$ cat config.mk
export PLATFORM = sky130hd
export DESIGN_NAME = srt_div_r2_seq
export DESIGN_NICKNAME = d
export VERILOG_FILES = /design/src/rtl/srt_div_r2_seq.sv
export SDC_FILE = /design/constraint.sdc
export NUM_CORES = 1
export LEC_CHECK = 0
export ABC_CLOCK_PERIOD_IN_PS = 5300
export CORE_ASPECT_RATIO = 1.2
export CORE_UTILIZATION = 60
export DETAILED_ROUTE_END_ITERATION = 8
export HOLD_SLACK_MARGIN = 0.05
export MAX_ROUTING_LAYER = met4
export PLACE_DENSITY = 0.81
export SLEW_MARGIN = 20
export SYNTH_ARGS = -nofsm -noshare
export SYNTH_HDL_FRONTEND = slang
export SYNTH_SLANG_ARGS = --single-unit
$ cat constraint.sdc
create_clock -name clk -period 5.3 [get_ports clk]
set_input_delay 1.06 -clock clk [delete_from_list [all_inputs] [get_ports clk]]
set_output_delay 1.06 -clock clk [all_outputs]
set_load 0.05 [all_outputs]
$ cat src/rtl/srt_div_r2_seq.sv
// Sequential radix-2 SRT divider: normalise divisor, retire one digit {-1,0,+1} per clock.
// Define SRT_DIV_SIGNED_EN for two's-complement operands with truncation toward zero.
module srt_div_r2_seq #(
  parameter int WID = 8
) (
  input  logic           clk,
  input  logic           rst_n,
  input  logic           in_valid,
  output logic           in_ready,
  input  logic [WID-1:0] op1_i,
  input  logic [WID-1:0] op2_i,
  output logic           out_valid,
  input  logic           out_ready,
  output logic [WID-1:0] quo_o,
  output logic [WID-1:0] rem_o,
  output logic           dbz_o
);
  localparam int RW = WID + 3;
  localparam int SW = $clog2(WID);
  localparam int CW = $clog2(WID + 1);

  typedef enum logic [2:0] {IDLE, NORM, ITER, CORR, DONE} state_t;
  state_t state;

  logic [WID-1:0]       dvd, dvs, qp, qm;
  logic [SW-1:0]        sh;
  logic [CW-1:0]        cnt;
  logic signed [RW-1:0] r, r2, dd, r_nxt, r_fix;
  logic [2:0]           top;
  logic                 qpos, qneg;
  logic [WID-1:0]       mag1, mag2, q_raw, q_fix, rem_mag, q_out, rem_out;

  function automatic logic [SW-1:0] lzc(input logic [WID-1:0] v);
    lzc = '0;
    for (int i = 0; i < WID; i++)
      if (v[i]) lzc = SW'(WID - 1 - i);
  endfunction

`ifdef SRT_DIV_SIGNED_EN
  logic neg_q, neg_r;
  assign mag1    = op1_i[WID-1] ? -op1_i : op1_i;
  assign mag2    = op2_i[WID-1] ? -op2_i : op2_i;
  assign q_out   = neg_q ? -q_fix : q_fix;
  assign rem_out = neg_r ? -rem_mag : rem_mag;
`else
  assign mag1    = op1_i;
  assign mag2    = op2_i;
  assign q_out   = q_fix;
  assign rem_out = rem_mag;
`endif

  assign in_ready = (state == IDLE);

  // r holds the partial remainder scaled by two, so the divisor step is d << 1
  // and the half-LSB of the dividend is never lost.
  assign dd  = RW'({dvs, 1'b0});
  assign r2  = r <<< 1;
  assign top = r2[RW-1:RW-3];

  always_comb begin
    qpos  = !top[2] && (top != 3'b000);
    qneg  = top[2] && (top != 3'b111);
    r_nxt = r2;
    if (qpos)      r_nxt = r2 - dd;
    else if (qneg) r_nxt = r2 + dd;
  end

  assign q_raw   = qp - qm;
  assign q_fix   = r[RW-1] ? q_raw - 1'b1 : q_raw;
  assign r_fix   = r[RW-1] ? r + dd : r;
  assign rem_mag = WID'(r_fix >> ({1'b0, sh} + 1'b1));

  always_ff @(posedge clk or negedge rst_n) begin
    if (!rst_n) begin
      state     <= IDLE;
      out_valid <= 1'b0;
      quo_o     <= '0;
      rem_o     <= '0;
      dbz_o     <= 1'b0;
      dvd       <= '0;
      dvs       <= '0;
      qp        <= '0;
      qm        <= '0;
      sh        <= '0;
      cnt       <= '0;
      r         <= '0;
`ifdef SRT_DIV_SIGNED_EN
      neg_q     <= 1'b0;
      neg_r     <= 1'b0;
`endif
    end else begin
      case (state)
        IDLE: if (in_valid) begin
          dvd <= mag1;
          dvs <= mag2;
`ifdef SRT_DIV_SIGNED_EN
          neg_q <= op1_i[WID-1] ^ op2_i[WID-1];
          neg_r <= op1_i[WID-1];
`endif
          if (op2_i == '0) begin
            quo_o     <= '1;
            rem_o     <= op1_i;
            dbz_o     <= 1'b1;
            out_valid <= 1'b1;
            state     <= DONE;
          end else begin
            dbz_o <= 1'b0;
            state <= NORM;
          end
        end
        NORM: begin
          sh    <= lzc(dvs);
          dvs   <= dvs << lzc(dvs);
          r     <= RW'(dvd);
          qp    <= '0;
          qm    <= '0;
          cnt   <= CW'(lzc(dvs)) + 1'b1;
          state <= ITER;
        end
        ITER: begin
          r   <= r_nxt;
          qp  <= {qp[WID-2:0], qpos};
          qm  <= {qm[WID-2:0], qneg};
          cnt <= cnt - 1'b1;
          if (cnt == CW'(1)) state <= CORR;
        end
        CORR: begin
          quo_o     <= q_out;
          rem_o     <= rem_out;
          out_valid <= 1'b1;
          state     <= DONE;
        end
        DONE: if (out_ready) begin
          out_valid <= 1'b0;
          state     <= IDLE;
        end
        default: state <= IDLE;
      endcase
    end
  end
endmodule
==> run metrics <==
status=completed; drc violations=0; post-synthesis sequential area ratio=around a third; Hold Fails Final Rpt=0; Post-Route Setup TNS=0 ns; critical-path cell list=nor3_1, clkdlybuf4s50_1; Highest Signal Layer=met4; reg2reg path depth=9; Initial DRC Count=~430; most common cell after layout, fill and taps aside=nand2_1; Clock Root Buffer=clkbuf_8; startpoint types=flip-flop; maximum fanout along the worst path=11; Tcrit/Tclk final=about three fifths; hold depth=2; total iterations of the first detailed-routing run=5; Met3 Wirelength=1.169 mm; critical path required time=4.24 ns; total gr overflow=0; CP endpoint kind=output port; Avg Cell Area, Syn=8.208 um^2; ys flop type=dfrtp_1; Core Rows=37; cells after synthesis=661; Mapped Area=between 0.005 and 0.006 mm^2; first-pass GRT wire length=24.14 mm; cts hold-fix bufs=0; GRT Total Usage=about a third; CP max stage delay=approximately 0.88 ns; hpwl dp=10.95 mm; metal1 wirelength=6.113 mm; Routed WL=14.73 mm; Worst-Margin Slew=about 0.95 ns; Ys Warns=0; EDFF count, synth=0; Final ANT Viol Nets=0; Slew Viols, Final=0; Area Growth Syn to Fin=11.30%; Inserted Clock Buffers=9; vias per cell=~6.7; DIE AREA=0.009428 mm^2; initial antenna violation count=0; Synth async-reset ratio=100.0%; RD Place Congestion=a little over 0.9; I/O pin cnt=39; fmax=about 0.31 GHz; CP Class=reg2out; Clock H-tree levels=3; maxcap violations=0; Post-CTS Setup Inserts=0; layout cells sized above 1=under 10%; Net count, final=~740; die height=around 110 um; register clock-pin slew on the reported worst setup and hold paths=about 0.070 ns; CTS resizes=0; slew margin rel.=a little over a third; Tmin final=3.179 ns; clk_lat worst skew=around 0.34 ns; number of synthesized register bits=between 70 and 80; met2 routed WL=about 7.1 mm; most frequent cells in the layout=nand2_1, dfrtp_1, nor2_1; CTS Buffer Depth=2; Final Skew=roughly 0.011 ns; worst hold path type=reg2reg; CTS tree=done; largest net degree at the start of global routing=72; vias in the first global route=about 5100; Die W=88.81 um; Setup Viol. Count Final=0; core footprint=0.008657 mm^2; Via Count=5340; clock sinks=71; RSZ-0062 raised after global routing=false; ant diodes=0; Yosys cell types=70; Slowest-stage cell, CP=clkdlybuf4s50_1; wire per inst=roughly 18 um; Starting Density=approximately 63%; syn_nets=720; crit path DAT=between 2 and 2.5 ns; I/O Buffers=38
[flip-flops by register name, summed over array words and instances, names as in the netlist]
name	count
out_valid	1
dvs	8
sh	3
rem_o	8
cnt	4
dvd	8
qp	8
dbz_o	1
qm	8
quo_o	8
state	3
r	11
[cells by family (layout without fill, tap and decap cells)]
| kind of cell | count (synthesis) | count (layout) | synth area share (%) |
|---|---|---|---|
| and+or+nand+nor | 227 | 227 | 19.49 |
| AOI/OAI and AO/OA | 226 | 226 | 28.41 |
| buffers and inverters | 75 | 100 | 5.350 |
| DFF | 71 | 71 | 32.75 |
| adders and majority gates | 39 | 39 | 9.548 |
| muxes | 12 | 12 | 2.675 |
| xor gates and xnor gates | 11 | 11 | 1.776 |
[Yosys cell counts, types with 8 or more instances]
library cell | count | area [um^2]
dfrtp_1 | 71 | 1777
inv_1 | 43 | 161.4
a211oi_1 | 16 | 120.1
nor2_1 | 57 | 214.0
clkbuf_1 | 24 | 90.09
o21ai_0 | 40 | 200.2
nand3_1 | 8 | 40.04
o22ai_1 | 16 | 100.1
mux2i_1 | 10 | 100.1
nand2_1 | 86 | 322.8
nor3_1 | 18 | 90.09
a21oi_1 | 53 | 265.3
a31oi_1 | 12 | 75.07
ha_1 | 35 | 437.9
nand2b_1 | 11 | 68.82
[layout make-up]
| cell class | instances | area (um^2) |
|---|---|---|
| clock buffer | 9 | 123.9 |
| clock inverter | 6 | 61.31 |
| fill | 707 | 2619 |
| inverter | 44 | 165.2 |
| multi-input combinational | 515 | 3367 |
| sequential | 71 | 1777 |
| tap | 117 | 146.4 |
| timing repair buffer | 41 | 397.9 |
[worst max-delay path: cells and delay by family (launching register included)]
kind,cells,cell delay [ns]
DFF,1,0.52
and+or+nand+nor,1,0.38
buffers and inverters,1,0.88
[worst paths after layout]
kind	from	endpoint	slack, ns
min in group asynchronous	rst_n	rem_o[5]	0.92
min reg2reg	dvd[3]	dvd[3]	0.49
max reg2reg	dvs[1]	rem_o[2]	2.20
min	dvd[3]	dvd[3]	0.49
max in group asynchronous	rst_n	state[0]	3.79
max	state[2]	in_ready	2.12
[per-stage QoR]
step                      area, um^2  std cells  utilization [%]  hold WS [ns]  worst slack, ns
after floorplan                 5425        661                -        0.4455            2.513
after global placement          5849        788            67.57        0.4643            1.667
after detailed placement        5849        788            67.57        0.4730            1.594
after CTS                       6035        803            69.71        0.4947            1.887
after global routing            6038        803            69.75        0.5286            1.925
final                           6038        803            69.75        0.4918            2.121
[routing by layer]
metal / global-route usage (%) / vias to the layer above
li1: - / 2482
met1: 44.08 / 2551
met4: 12.79 / 0
met5: - / -
met2: 53.46 / 282
met3: 5.357 / 25
Power is left out: the tool's default activity adds up to more than one toggle a clock period on the data nets, which glitch-free logic cannot reach.
